--- src/rtl/blk_arbiter_if.sv ---
// Channel-side and output-stream signals of the round-robin block arbiter.
// The arbiter connects through the slave modport; the channel/downstream side uses master.
interface blk_arbiter_if #(
  parameter int unsigned NCH = 16
);
  logic [NCH-1:0]    chen;
  logic [NCH-1:0]    give;
  logic [NCH-1:0]    have;
  logic [16*NCH-1:0] chdata;
  logic [15:0]       odata;
  logic              ovalid;
  logic              osop;
  logic              oeop;
  logic              oready;
  logic              err;
  logic [31:0]       blkcnt;

  modport slave (
    input  chen, have, chdata, oready,
    output give, odata, ovalid, osop, oeop, err, blkcnt
  );

  modport master (
    output chen, have, chdata, oready,
    input  give, odata, ovalid, osop, oeop, err, blkcnt
  );
endinterface

--- src/rtl/blk_arbiter.sv ---
// Round-robin arbiter copying one complete CW-led block per grant from NCH channels
// to a single registered output stream; blocks are never interleaved.
module blk_arbiter #(
  parameter int unsigned NCH  = 16,
  parameter int unsigned TOUT = 255
) (
  input  logic        clk,
  input  logic        reset,
  blk_arbiter_if.slave bus
);
  localparam int unsigned PW = (NCH > 1) ? $clog2(NCH) : 1;

  typedef enum logic [1:0] {SCAN, DATA, ABORT} state_e;

  state_e        state_q;
  logic [PW-1:0] ptr_q;
  logic [8:0]    rem_q;
  logic [7:0]    tcnt_q;
  logic          en_q;
  logic [15:0]   odata_q;
  logic          ovalid_q;
  logic          osop_q;
  logic          oeop_q;
  logic          err_q;
  logic [31:0]   blkcnt_q;

  logic [NCH-1:0] give;
  logic [PW-1:0]  ptr_inc;
  logic [15:0]    word;
  logic           en_cur;
  logic           xfer;

  // Inside a block the enable latched with the CW holds the grant, so a chen
  // drop only takes effect once the block has finished.
  always_comb begin
    give    = '0;
    en_cur  = (state_q == DATA) ? en_q : bus.chen[ptr_q];
    word    = bus.chdata[16*ptr_q +: 16];
    ptr_inc = (ptr_q == PW'(NCH - 1)) ? '0 : ptr_q + 1'b1;
    if (!reset && (state_q != ABORT) && en_cur && bus.oready)
      give[ptr_q] = 1'b1;
    xfer    = give[ptr_q] & bus.have[ptr_q];
  end

  always_ff @(posedge clk) begin
    if (reset) begin
      state_q  <= SCAN;
      ptr_q    <= '0;
      rem_q    <= '0;
      tcnt_q   <= '0;
      en_q     <= 1'b0;
      odata_q  <= '0;
      ovalid_q <= 1'b0;
      osop_q   <= 1'b0;
      oeop_q   <= 1'b0;
      err_q    <= 1'b0;
      blkcnt_q <= '0;
    end else begin
      ovalid_q <= 1'b0;
      osop_q   <= 1'b0;
      oeop_q   <= 1'b0;
      err_q    <= 1'b0;
      case (state_q)
        SCAN: begin
          if (!xfer) begin
            ptr_q <= ptr_inc;
          end else if (word[15]) begin
            odata_q  <= word;
            ovalid_q <= 1'b1;
            osop_q   <= 1'b1;
            rem_q    <= word[8:0];
            tcnt_q   <= '0;
            en_q     <= bus.chen[ptr_q];
            if (word[8:0] == 9'd0) begin
              oeop_q   <= 1'b1;
              blkcnt_q <= blkcnt_q + 32'd1;
              ptr_q    <= ptr_inc;
            end else begin
              state_q <= DATA;
            end
          end else begin
            // Desynced word: drop it and stay on this channel to drain it.
            err_q <= 1'b1;
          end
        end
        DATA: begin
          if (xfer) begin
            odata_q  <= word;
            ovalid_q <= 1'b1;
            rem_q    <= rem_q - 9'd1;
            tcnt_q   <= '0;
            if (rem_q == 9'd1) begin
              oeop_q   <= 1'b1;
              blkcnt_q <= blkcnt_q + 32'd1;
              ptr_q    <= ptr_inc;
              state_q  <= SCAN;
            end
          end else if (bus.oready) begin
            tcnt_q <= tcnt_q + 8'd1;
            if (tcnt_q == 8'(TOUT - 1))
              state_q <= ABORT;
          end
        end
        ABORT: begin
          err_q   <= 1'b1;
          ptr_q   <= ptr_inc;
          state_q <= SCAN;
        end
        default: state_q <= SCAN;
      endcase
    end
  end

  assign bus.give   = give;
  assign bus.odata  = odata_q;
  assign bus.ovalid = ovalid_q;
  assign bus.osop   = osop_q;
  assign bus.oeop   = oeop_q;
  assign bus.err    = err_q;
  assign bus.blkcnt = blkcnt_q;
endmodule

--- src/flat_wrapper.sv ---
// flat-port wrapper written by rule: the top's interface ports become plain ports
module blk_arbiter_flat 
#(
  parameter int unsigned NCH  = 16,
  parameter int unsigned TOUT = 255
)
  (clk, reset, bus_chen, bus_have, bus_chdata, bus_oready, bus_give, bus_odata, bus_ovalid, bus_osop, bus_oeop, bus_err, bus_blkcnt);
  blk_arbiter_if #(.NCH(NCH)) bus_i ();
  input  logic clk;
  input  logic reset;
  input wire logic [$bits(bus_i.chen)-1:0] bus_chen;
  input wire logic [$bits(bus_i.have)-1:0] bus_have;
  input wire logic [$bits(bus_i.chdata)-1:0] bus_chdata;
  input wire logic [$bits(bus_i.oready)-1:0] bus_oready;
  output wire logic [$bits(bus_i.give)-1:0] bus_give;
  output wire logic [$bits(bus_i.odata)-1:0] bus_odata;
  output wire logic [$bits(bus_i.ovalid)-1:0] bus_ovalid;
  output wire logic [$bits(bus_i.osop)-1:0] bus_osop;
  output wire logic [$bits(bus_i.oeop)-1:0] bus_oeop;
  output wire logic [$bits(bus_i.err)-1:0] bus_err;
  output wire logic [$bits(bus_i.blkcnt)-1:0] bus_blkcnt;
  assign bus_i.chen = bus_chen;
  assign bus_i.have = bus_have;
  assign bus_i.chdata = bus_chdata;
  assign bus_i.oready = bus_oready;
  assign bus_give = bus_i.give;
  assign bus_odata = bus_i.odata;
  assign bus_ovalid = bus_i.ovalid;
  assign bus_osop = bus_i.osop;
  assign bus_oeop = bus_i.oeop;
  assign bus_err = bus_i.err;
  assign bus_blkcnt = bus_i.blkcnt;
  blk_arbiter #(.NCH(NCH), .TOUT(TOUT)) u_core (.clk(clk), .reset(reset), .bus(bus_i));
endmodule
--- config.mk ---
export PLATFORM = sky130hd
export DESIGN_NAME = blk_arbiter_flat
export DESIGN_NICKNAME = d
export VERILOG_FILES = /design/src/rtl/blk_arbiter_if.sv /design/src/rtl/blk_arbiter.sv /design/src/flat_wrapper.sv
export SDC_FILE = /design/constraint.sdc
export NUM_CORES = 1
export LEC_CHECK = 0
export CORE_AREA = 2 2 141 143
export CTS_CLUSTER_SIZE = 16
export DETAILED_ROUTE_END_ITERATION = 10
export DIE_AREA = 0 0 143 145
export PLACE_DENSITY_LB_ADDON = 0.05
export SYNTH_ARGS = -nofsm -noshare
export SYNTH_HDL_FRONTEND = slang
export SYNTH_SLANG_ARGS = --single-unit
--- constraint.sdc ---
create_clock -name clk -period 6.5 [get_ports clk]
set_input_delay 0.65 -clock clk [delete_from_list [all_inputs] [get_ports clk]]
set_output_delay 0.65 -clock clk [all_outputs]
set_load 0.02 [all_outputs]
==> flow_metrics.tcl, run 1 <==
set metrics [dict create \
    timing.clock.skew_ns 0.00625 \
    cts_root_buf "sky130_fd_sc_hd__clkbuf_16" \
    synth_top_cell_by_area "sky130_fd_sc_hd__mux4_2" \
    startpoint_of_the_worst_slack_reg_to_reg_timing_path "u_core.ptr_q[0]" \
    holdCritStartpoint "u_core.bus.odata[4]" \
    worst_skew_pair.late_latency_ns 0.34 \
    synth_cell_type_count 52 \
    synthesis.yosys.warnings 0 \
    setup-violations-final 0 \
    gr-usage-all-layers_pct 23.6 \
    input_output_buffers 358 \
    worstMarginPinSlew_ns 1.09 \
    crit_path_max_fanout 68 \
    report.power.total_w 0.00161 \
    postSynthNetCount 910 \
    utilization_pct 51.7 \
    fp.coreArea_um2 19200 \
    gp_routability_congestion 0.926 \
    area_of_the_multi_input_gates_um2 4040 \
    cts_buffer_depth 2 \
    hold-worst-slack_ns 0.456 \
    cts_htree_levels 3 \
    initial_core_util_pct 30.4 \
    drt-wirelength-per-cell_um 20.2 \
    fp-row-count 51 \
    number_of_antenna_violations_at_the_first_check_in_global_routing 2 \
    drt_iter0_markers 293 \
    num_io_pins 359 \
    count_of_non_filler_cells_in_the_finished_layout 1214 \
    vdd_drop_max_mv 0.118 \
    post_cts.resized_instances 0 \
    criticalPathCategory "flip-flop to primary output" \
    drc 0 \
    die-area_um2 20700 \
    tns_ns 0 \
    fmaxAchievable_mhz 230 \
    period_share_pct 66.9 \
    drt_first_pass_iters 4 \
    tritoncts "built" \
    final_max_slew_viol_count 0 \
    worst_setup_path_start_kind "flip-flop" \
    synth_enable_flop_cells 0 \
    fillerInstances 1728 \
    tritoncts_buffers 9 \
    syn2layout_area_growth_pct 69.8 \
    synthArstFlopShare_pct 0 \
    slew_headroom_pct 26.9 \
    crit_path_start "u_core.ptr_q[1]" \
    min-delay-path-class "flip-flop to flip-flop" \
    ff_latch_area_um2 1530 \
    min_to "u_core.bus.odata[4]" \
    chipWidth_um 143 \
    grt_pass1_wl_um 37600 \
    run_status "finished, final reports clean" \
    synthesis.area_um2 5850 \
    synth-seq-cells 76 \
    power.leakage_nw 3.26 \
    synth-main-ff-cell "sky130_fd_sc_hd__dfxtp_1" \
    die_h_um 145 \
    reg2reg_depth 9 \
    synth-seq-area-share_pct 26.0 \
    crit_arrival_ns 3.70 \
    first_global_vias 6579 \
    cp.required_ns 5.85 \
    ys_top_cells_by_area "sky130_fd_sc_hd__mux4_2 (29%), sky130_fd_sc_hd__dfxtp_1 (26%), sky130_fd_sc_hd__a21oi_1 (4.6%), sky130_fd_sc_hd__nand2_1 (4.5%), sky130_fd_sc_hd__nor2_1 (3.3%)" \
    clkSinkCount 76 \
    power_density_nw_per_um2 162 \
    rr_endpoint "u_core.bus.blkcnt[22]" \
    final-hold-violation-count 0 \
    maximum_number_of_pins_on_one_net_before_global_route_repair 69 \
    worst-r2r-setup-slack_ns 2.19 \
    cts_hold_buf 0 \
    final_antenna_net_count 0 \
    cts.reportedPaths.clkPinSlew_ns 0.06 \
    grt_remaining_overflow 0 \
    syn_avg_cell_area_um2 9.59 \
    route.vias.total 6409 \
    place_hpwl_um 20100 \
    drive_above_1_share_pct 11.7 \
    critical_path.endpoint_type "primary output" \
    synth_cells 610 \
    min_period_ns 4.35 \
    route.detailed.vias_per_inst 5.28 \
    max-cap-violations 0 \
    post_cts_buffers 0 \
    count_of_placed_standard_cells_including_taps 1196 \
    drt-total-wl_um 24500 \
    unrepaired_setup_endpoints_after_global_routing "false" \
    synth.top_cell.area_share_pct 28.9 \
    fin_nets 1242 \
    hold_path_depth 2 \
]
power by group:
part | switching (W) | internal, W | leakage, nW
clock network | 0.000206 | 0.000347 | 0.163
logic | 0.000190 | 0.000351 | 2.49
registers | 0.0000466 | 0.000474 | 0.614
total | 0.000442 | 0.00117 | 3.26
synth_stat cells (3+ instances only):
| cell | number |
|---|---|
| sky130_fd_sc_hd__ha_1 | 9 |
| sky130_fd_sc_hd__mux2i_1 | 18 |
| sky130_fd_sc_hd__dfxtp_1 | 76 |
| sky130_fd_sc_hd__nor2b_1 | 7 |
| sky130_fd_sc_hd__and2_1 | 9 |
| sky130_fd_sc_hd__nand2_1 | 70 |
| sky130_fd_sc_hd__nand3_1 | 18 |
| sky130_fd_sc_hd__xnor2_1 | 4 |
| sky130_fd_sc_hd__buf_2 | 6 |
| sky130_fd_sc_hd__a22oi_1 | 25 |
| sky130_fd_sc_hd__o31ai_1 | 8 |
| sky130_fd_sc_hd__nand2b_1 | 4 |
| sky130_fd_sc_hd__nor3_1 | 11 |
| sky130_fd_sc_hd__buf_1 | 4 |
| sky130_fd_sc_hd__or3_1 | 22 |
| sky130_fd_sc_hd__or4_1 | 6 |
| sky130_fd_sc_hd__mux4_2 | 75 |
| sky130_fd_sc_hd__nor2_1 | 52 |
| sky130_fd_sc_hd__o21ai_0 | 37 |
| sky130_fd_sc_hd__and4_1 | 3 |
| sky130_fd_sc_hd__inv_1 | 13 |
| sky130_fd_sc_hd__a211oi_1 | 5 |
| sky130_fd_sc_hd__clkbuf_1 | 28 |
| sky130_fd_sc_hd__nand4_1 | 9 |
| sky130_fd_sc_hd__and3_1 | 3 |
| sky130_fd_sc_hd__a21oi_1 | 54 |
sequential cells by signal (all words and copies together) (netlist names):
register	count
u_core.bus.odata	16
u_core.en_q	1
u_core.ptr_q	4
u_core.state_q	2
u_core.bus.ovalid	1
u_core.bus.err	1
u_core.bus.blkcnt	32
u_core.tcnt_q	8
u_core.bus.osop	1
u_core.rem_q	9
u_core.bus.oeop	1
metal layers:
metal	wire length (um)	track usage [%]	vias to the layer above
met3	1470	4.85	39
met4	766	8.56	0
met1	9720	29.3	3095
met5	0	0	-
met2	12600	40.3	244
li1	-	-	3031
cells by family (layout without fill, tap and decap cells):
| logic type | Yosys count | in the layout | share of synthesized area, % |
|---|---|---|---|
| and+or+nand+nor | 224 | 224 | 19.0 |
| xor gates and xnor gates | 6 | 6 | 0.899 |
| AOI/OAI and AO/OA | 143 | 143 | 15.0 |
| adders and majority gates | 9 | 9 | 1.93 |
| other | 0 | 2 | 0 |
| buffers and inverters | 58 | 395 | 4.84 |
| muxes | 94 | 94 | 32.4 |
| DFF | 76 | 76 | 26.0 |
per-stage QoR:
step                setup slack [ns]  cell area [um^2]
floorplan                       3.10              5850
global placement                2.22              9590
detailed placement              2.12              9590
CTS                             2.09              9930
global route                    1.69              9930
finish                          2.15              9930
area by class of cell:
class                   count  area share, %
well taps                 265           3.34
flip-flops and latches     76           15.4
clock buffers              11           2.77
multi-input cells         476           40.7
repair buffers            365           36.6
inverters                  14          0.529
diodes                      2         0.0504
clock inverters             5          0.642
cell usage in the layout (no fill, tap or decap), types with 11 or more instances in the layout:
cell type                         count
sky130_fd_sc_hd__nor3_1              11
sky130_fd_sc_hd__nand2_1             70
sky130_fd_sc_hd__or3_1               22
sky130_fd_sc_hd__o21ai_0             37
sky130_fd_sc_hd__a21oi_1             54
sky130_fd_sc_hd__clkdlybuf4s50_1    357
sky130_fd_sc_hd__mux4_2              75
sky130_fd_sc_hd__a22oi_1             25
sky130_fd_sc_hd__inv_1               13
sky130_fd_sc_hd__nand3_1             18
sky130_fd_sc_hd__clkbuf_16           11
sky130_fd_sc_hd__nor2_1              52
sky130_fd_sc_hd__dfxtp_1             74
sky130_fd_sc_hd__mux2i_1             18
worst max-delay path: stages (launching register included):
cell                              delay [ns]
sky130_fd_sc_hd__dfxtp_4                0.94
sky130_fd_sc_hd__inv_1                  0.40
sky130_fd_sc_hd__mux4_2                 0.62
sky130_fd_sc_hd__or2_2                  0.31
sky130_fd_sc_hd__and2_1                 0.21
sky130_fd_sc_hd__nand2_1                0.19
sky130_fd_sc_hd__nor2_1                 0.08
sky130_fd_sc_hd__clkdlybuf4s50_1        0.55
worst max path at each step:
stage,end,cells after the start
final,bus_give[5],7
after CTS,bus_give[1],7
after detailed placement,u_core.bus.blkcnt[22],9
after floorplan,u_core.bus.blkcnt[24],15
after global routing,u_core.bus.blkcnt[31],9
after global placement,u_core.bus.blkcnt[23],9
Power figures use the tool's default switching activity.
==> run 2, diff against run 1 <==
--- a/config.mk
+++ b/config.mk
@@ -5,10 +5,10 @@
 export SDC_FILE = /design/constraint.sdc
 export NUM_CORES = 1
 export LEC_CHECK = 0
-export CORE_AREA = 2 2 141 143
+export CORE_AREA = 2 2 139 141
 export CTS_CLUSTER_SIZE = 16
 export DETAILED_ROUTE_END_ITERATION = 10
-export DIE_AREA = 0 0 143 145
+export DIE_AREA = 0 0 141 143
 export PLACE_DENSITY_LB_ADDON = 0.05
 export SYNTH_ARGS = -nofsm -noshare
 export SYNTH_HDL_FRONTEND = slang
==> constraint.sdc (replaced) <==
create_clock -name clk -period 3.8 [get_ports clk]
set_input_delay 0.38 -clock clk [delete_from_list [all_inputs] [get_ports clk]]
set_output_delay 0.38 -clock clk [all_outputs]
set_load 0.02 [all_outputs]
==> run 2 against run 1 <==
  * Power up 70%
  * Critical path type unchanged
  * Clock skew increased by 0.0020 ns
  * Hold slack about the same
  * Clock power increased by 54%
  * Largest power group is now combinational cells
  * Sequential share of layout area fell by 0.25 points
  * Non-clock buffer count grew 23
  * Routed wire length is 5.7% higher
==> flow_metrics.tcl, run 2 (synthesized netlist as in run 1, its figures left out) <==
set metrics [dict create \
    worst_skew_pair.late_latency_ns 0.34 \
    crit_arrival_ns 3.24 \
    crit_path_max_fanout 9 \
    die-area_um2 20200 \
    first_global_vias 6699 \
    clkSinkCount 76 \
    run_status "finished, final reports clean" \
    worstMarginPinSlew_ns 1.05 \
    slew_headroom_pct 29.9 \
    critical_path.endpoint_type "primary output" \
    layout_commonest_cell "sky130_fd_sc_hd__clkdlybuf4s50_1" \
    drive_above_1_share_pct 13.9 \
    route.detailed.vias_per_inst 5.43 \
    fp.coreArea_um2 18600 \
    timing.final.ws_setup_ns 0.177 \
    worst_setup_path_start_kind "flip-flop" \
    num_io_pins 359 \
    chipWidth_um 141 \
    cts.reportedPaths.clkPinSlew_ns 0.06 \
    period_share_pct 95.3 \
    syn2layout_area_growth_pct 72.3 \
    number_of_antenna_violations_at_the_first_check_in_global_routing 2 \
    fp-row-count 50 \
    startpoint_of_the_worst_slack_reg_to_reg_timing_path "u_core.ptr_q[0]" \
    cts_buffer_depth 2 \
    drt_first_pass_iters 5 \
    maximum_number_of_pins_on_one_net_before_global_route_repair 66 \
    unrepaired_setup_endpoints_after_global_routing "false" \
    rr_endpoint "u_core.bus.blkcnt[23]" \
    grt_remaining_overflow 0 \
    fin_nets 1265 \
    criticalPathCategory "flip-flop to primary output" \
    reg2reg_depth 10 \
    min-delay-path-class "flip-flop to flip-flop" \
    fmaxAchievable_mhz 276 \
    cts_htree_levels 3 \
    tns_ns 0 \
    route.vias.total 6543 \
    max-cap-violations 0 \
    grt_pass1_wl_um 39000 \
    final_antenna_net_count 0 \
    die_h_um 143 \
    min_to "u_core.bus.odata[4]" \
    place_hpwl_um 21600 \
    gr-usage-all-layers_pct 25.4 \
    cts_root_buf "sky130_fd_sc_hd__clkbuf_16" \
    initial_core_util_pct 31.5 \
    drc 0 \
    drt-wirelength-per-cell_um 21.5 \
    drt-total-wl_um 25900 \
    input_output_buffers 358 \
    place_ws_ns 0.0608 \
    setup-violations-final 0 \
    power.leakage_nw 3.38 \
    layout.cells.most_common_list "sky130_fd_sc_hd__clkdlybuf4s50_1 (357), sky130_fd_sc_hd__mux4_2 (75), sky130_fd_sc_hd__dfxtp_1 (74), sky130_fd_sc_hd__nand2_1 (70), sky130_fd_sc_hd__a21oi_1 (54)" \
    power_density_nw_per_um2 272 \
    fillerInstances 1663 \
    cp.required_ns 3.42 \
    timing.clock.skew_ns 0.00824 \
    crit_path_start "u_core.ptr_q[3]" \
    tritoncts "built" \
    tritoncts_buffers 9 \
    cts_hold_buf 0 \
    hold-worst-slack_ns 0.456 \
    final-hold-violation-count 0 \
    holdCritStartpoint "u_core.bus.odata[4]" \
    vdd_drop_max_mv 0.228 \
    min_period_ns 3.62 \
    gp_routability_congestion 0.966 \
    worst-r2r-setup-slack_ns 0.28 \
    hold_path_depth 2 \
    final_max_slew_viol_count 0 \
    largest_reg_flops 32 \
    drt_iter0_markers 379 \
]
[run 2: cell types whose count changed in the layout (fill, tap and decap cells not counted), moves of 2 or more]
cell / delta
sky130_fd_sc_hd__buf_12: +3
sky130_fd_sc_hd__buf_4: +19
sky130_fd_sc_hd__a2111o_2: +2
sky130_fd_sc_hd__clkinv_2: +2
sky130_fd_sc_hd__clkbuf_16: -2
sky130_fd_sc_hd__a2111o_1: -2
[run 2: routing by layer]
layer	global-route usage, %	vias to the layer above	share of wire, %
met5	0	-	0
met4	9.47	0	2.7
met3	4.23	40	5.1
met2	43.7	256	51
met1	32.3	3177	41
li1	-	3070	-
[run 2: final cells by class]
class	instances	area [um^2]	share of cell area (%)
multi-input combinational	476	4050	40.1
timing repair buffer	388	3860	38.3
sequential	76	1530	15.1
tap	234	293	2.91
clock buffer	10	229	2.27
clock inverter	6	65.1	0.646
inverter	14	52.6	0.521
antenna	2	5.00	0.0497
[run 2: report_power, final]
group	leakage, nW	internal (W)	switching (W)
Sequential	0.614	0.000810	0.0000117
Combinational	2.62	0.000647	0.000419
Clock	0.142	0.000509	0.000346
Total	3.38	0.00197	0.000776
[run 2: worst max-delay path by stage]
stage                       endpoint  slack [ns]  depth (start not counted)
6_report                 bus_give[2]        0.18                          8
5_1_grt                  bus_give[0]        0.01                          8
4_1_cts                  bus_give[2]        0.14                          8
3_5_place_dp   u_core.bus.blkcnt[23]        0.06                          9
3_3_place_gp   u_core.bus.blkcnt[23]        0.06                          8
2_1_floorplan  u_core.bus.blkcnt[24]        0.40                         15
[run 2: repair_timing]
item,in CTS,in global routing
setup endpoints to repair,16,6
resized for setup,0,2
setup buffers,3,0
[run 2: metrics by stage]
stage	instances	power [W]	cell area, um^2	utilization [%]
after global placement	1185	0.00188	9730	52.4
final	1206	0.00274	10100	54.2
after global routing	1206	0.00287	10100	54.2
after floorplan	610	0.00141	5850	-
after CTS	1204	0.00277	10100	54.2
after detailed placement	1185	0.00189	9730	52.4
[run 2: critical path, stage by stage, from the launching register on]
cell                              delay [ns]
sky130_fd_sc_hd__dfxtp_1                0.52
sky130_fd_sc_hd__buf_4                  0.22
sky130_fd_sc_hd__mux4_2                 0.30
sky130_fd_sc_hd__mux4_2                 0.55
sky130_fd_sc_hd__or2_2                  0.31
sky130_fd_sc_hd__and2_1                 0.20
sky130_fd_sc_hd__nand2_1                0.18
sky130_fd_sc_hd__nor3_1                 0.07
sky130_fd_sc_hd__clkdlybuf4s50_1        0.55
==> run 3, diff against run 2 <==
--- a/config.mk
+++ b/config.mk
@@ -6,10 +6,12 @@
 export NUM_CORES = 1
 export LEC_CHECK = 0
 export CORE_AREA = 2 2 139 141
+export CTS_CLUSTER_DIAMETER = 30
 export CTS_CLUSTER_SIZE = 16
 export DETAILED_ROUTE_END_ITERATION = 10
 export DIE_AREA = 0 0 141 143
 export PLACE_DENSITY_LB_ADDON = 0.05
+export SKIP_CTS_REPAIR_TIMING = 1
 export SYNTH_ARGS = -nofsm -noshare
 export SYNTH_HDL_FRONTEND = slang
 export SYNTH_SLANG_ARGS = --single-unit
==> run 3 against run 2 <==
  * Final area is 0.70% higher
  * Count of clock-buffer cells in the layout stayed put
  * Largest cell class unchanged
  * Routed wire length is 0.41% higher
  * Power is 0.43% higher
==> flow_metrics.tcl, run 3 (synthesized netlist as in run 1, its figures left out) <==
set metrics [dict create \
    fin_nets 1271 \
    chipWidth_um 141 \
    hold-worst-slack_ns 0.457 \
    worst-r2r-setup-slack_ns 0.30 \
    cp.required_ns 3.42 \
    power_density_nw_per_um2 271 \
    count_of_placed_standard_cells_including_taps 1185 \
    largest_reg_flops 32 \
    num_io_pins 359 \
    layout.cells.most_common_list "sky130_fd_sc_hd__clkdlybuf4s50_1 (343), sky130_fd_sc_hd__mux4_2 (75), sky130_fd_sc_hd__dfxtp_1 (74), sky130_fd_sc_hd__nand2_1 (70), sky130_fd_sc_hd__a21oi_1 (54)" \
    cts_htree_levels 3 \
    timing.final.ws_setup_ns 0.121 \
    final_max_slew_viol_count 0 \
    period_share_pct 96.8 \
    route.detailed.vias_per_inst 5.41 \
    min-delay-path-class "flip-flop to flip-flop" \
    min_period_ns 3.68 \
    gp_routability_congestion 0.966 \
    final-hold-violation-count 0 \
    report.power.total_w 0.00275 \
    vdd_drop_max_mv 0.228 \
    drive_above_1_share_pct 14.2 \
    input_output_buffers 358 \
    setup-violations-final 0 \
    drt-total-wl_um 26000 \
    hold_path_depth 2 \
    grt_remaining_overflow 0 \
    fp-row-count 50 \
    clkSinkCount 76 \
    worst_skew_pair.late_latency_ns 0.34 \
    rr_endpoint "u_core.bus.blkcnt[22]" \
    worst_setup_path_start_kind "flip-flop" \
    count_of_non_filler_cells_in_the_finished_layout 1212 \
    tritoncts "built" \
    timing.clock.skew_ns 0.00806 \
    crit_arrival_ns 3.30 \
    first_global_vias 6675 \
    drt_first_pass_iters 5 \
    syn2layout_area_growth_pct 73.5 \
    power.leakage_nw 3.67 \
    place_ws_ns 0.0608 \
    unrepaired_setup_endpoints_after_global_routing "false" \
    layout_commonest_cell "sky130_fd_sc_hd__clkdlybuf4s50_1" \
    cts_root_buf "sky130_fd_sc_hd__clkbuf_16" \
    route.vias.total 6560 \
    startpoint_of_the_worst_slack_reg_to_reg_timing_path "u_core.ptr_q[0]" \
    drt_iter0_markers 403 \
    grt_pass1_wl_um 38800 \
    crit_path_max_fanout 10 \
    run_status "finished, final reports clean" \
    fmaxAchievable_mhz 272 \
    critical_path.endpoint_type "primary output" \
    number_of_antenna_violations_at_the_first_check_in_global_routing 2 \
    max-cap-violations 0 \
    drc 0 \
    min_to "u_core.bus.odata[4]" \
    slew_headroom_pct 32.2 \
    cts.reportedPaths.clkPinSlew_ns 0.06 \
    gr-usage-all-layers_pct 25.3 \
    final_antenna_net_count 0 \
    tritoncts_buffers 9 \
    criticalPathCategory "flip-flop to primary output" \
    die-area_um2 20200 \
    cts_buffer_depth 2 \
    worstMarginPinSlew_ns 1.01 \
    drt-wirelength-per-cell_um 21.5 \
    die_h_um 143 \
    holdCritStartpoint "u_core.bus.odata[4]" \
    initial_core_util_pct 31.5 \
    fp.coreArea_um2 18600 \
    place_hpwl_um 21600 \
    utilization_pct 54.6 \
    reg2reg_depth 9 \
    maximum_number_of_pins_on_one_net_before_global_route_repair 66 \
]
## run 3: final cells by class
class                           count  area (um^2)
Fill cell                        1659         8430
Multi-Input combinational cell    476         4040
Timing Repair Buffer              394         3930
Sequential cell                    76         1530
Tap cell                          234          293
Clock buffer                       10          229
Clock inverter                      6         65.1
Inverter                           14         52.6
Antenna cell                        2         5.00
## run 3: worst max-delay path by stage
stage / to / start / cells after the start / slack [ns]
2_1_floorplan: u_core.bus.blkcnt[24] / u_core.ptr_q[0] / 15 / 0.40
3_3_place_gp: u_core.bus.blkcnt[23] / u_core.ptr_q[0] / 8 / 0.06
3_5_place_dp: u_core.bus.blkcnt[23] / u_core.ptr_q[0] / 9 / 0.06
4_1_cts: bus_give[2] / u_core.ptr_q[0] / 8 / -0.27
5_1_grt: bus_give[15] / u_core.ptr_q[0] / 8 / 0.0009
6_report: bus_give[13] / u_core.ptr_q[0] / 8 / 0.12
## run 3: metal layers
| metal | global-route usage (%) | vias up | wire, um |
|---|---|---|---|
| li1 | - | 3084 | - |
| met5 | 0 | - | 0 |
| met1 | 32.2 | 3195 | 10800 |
| met2 | 43.3 | 240 | 13300 |
| met4 | 9.32 | 0 | 704 |
| met3 | 4.23 | 41 | 1300 |
## run 3: power breakdown
part	internal (W)	switching [W]	total [W]	leakage, nW
registers	0.000810	0.0000153	0.000826	0.614
logic	0.000654	0.000418	0.00107	2.91
clock network	0.000509	0.000348	0.000857	0.142
total	0.00197	0.000781	0.00275	3.67
## run 3: through the flow
step,TNS (ns),instance area [um^2]
finish,0,10100
detailed placement,0,9730
global placement,0,9730
floorplan,0,5850
CTS,-4.03,10000
global route,0,10100
## run 3: worst max-delay path, stage by stage (launching register included)
cell                              delay [ns]
sky130_fd_sc_hd__dfxtp_4                0.44
sky130_fd_sc_hd__buf_12                 0.15
sky130_fd_sc_hd__mux4_1                 0.55
sky130_fd_sc_hd__mux4_2                 0.53
sky130_fd_sc_hd__or2_2                  0.31
sky130_fd_sc_hd__and2_1                 0.20
sky130_fd_sc_hd__nand2_1                0.17
sky130_fd_sc_hd__nor2_1                 0.06
sky130_fd_sc_hd__clkdlybuf4s50_1        0.54
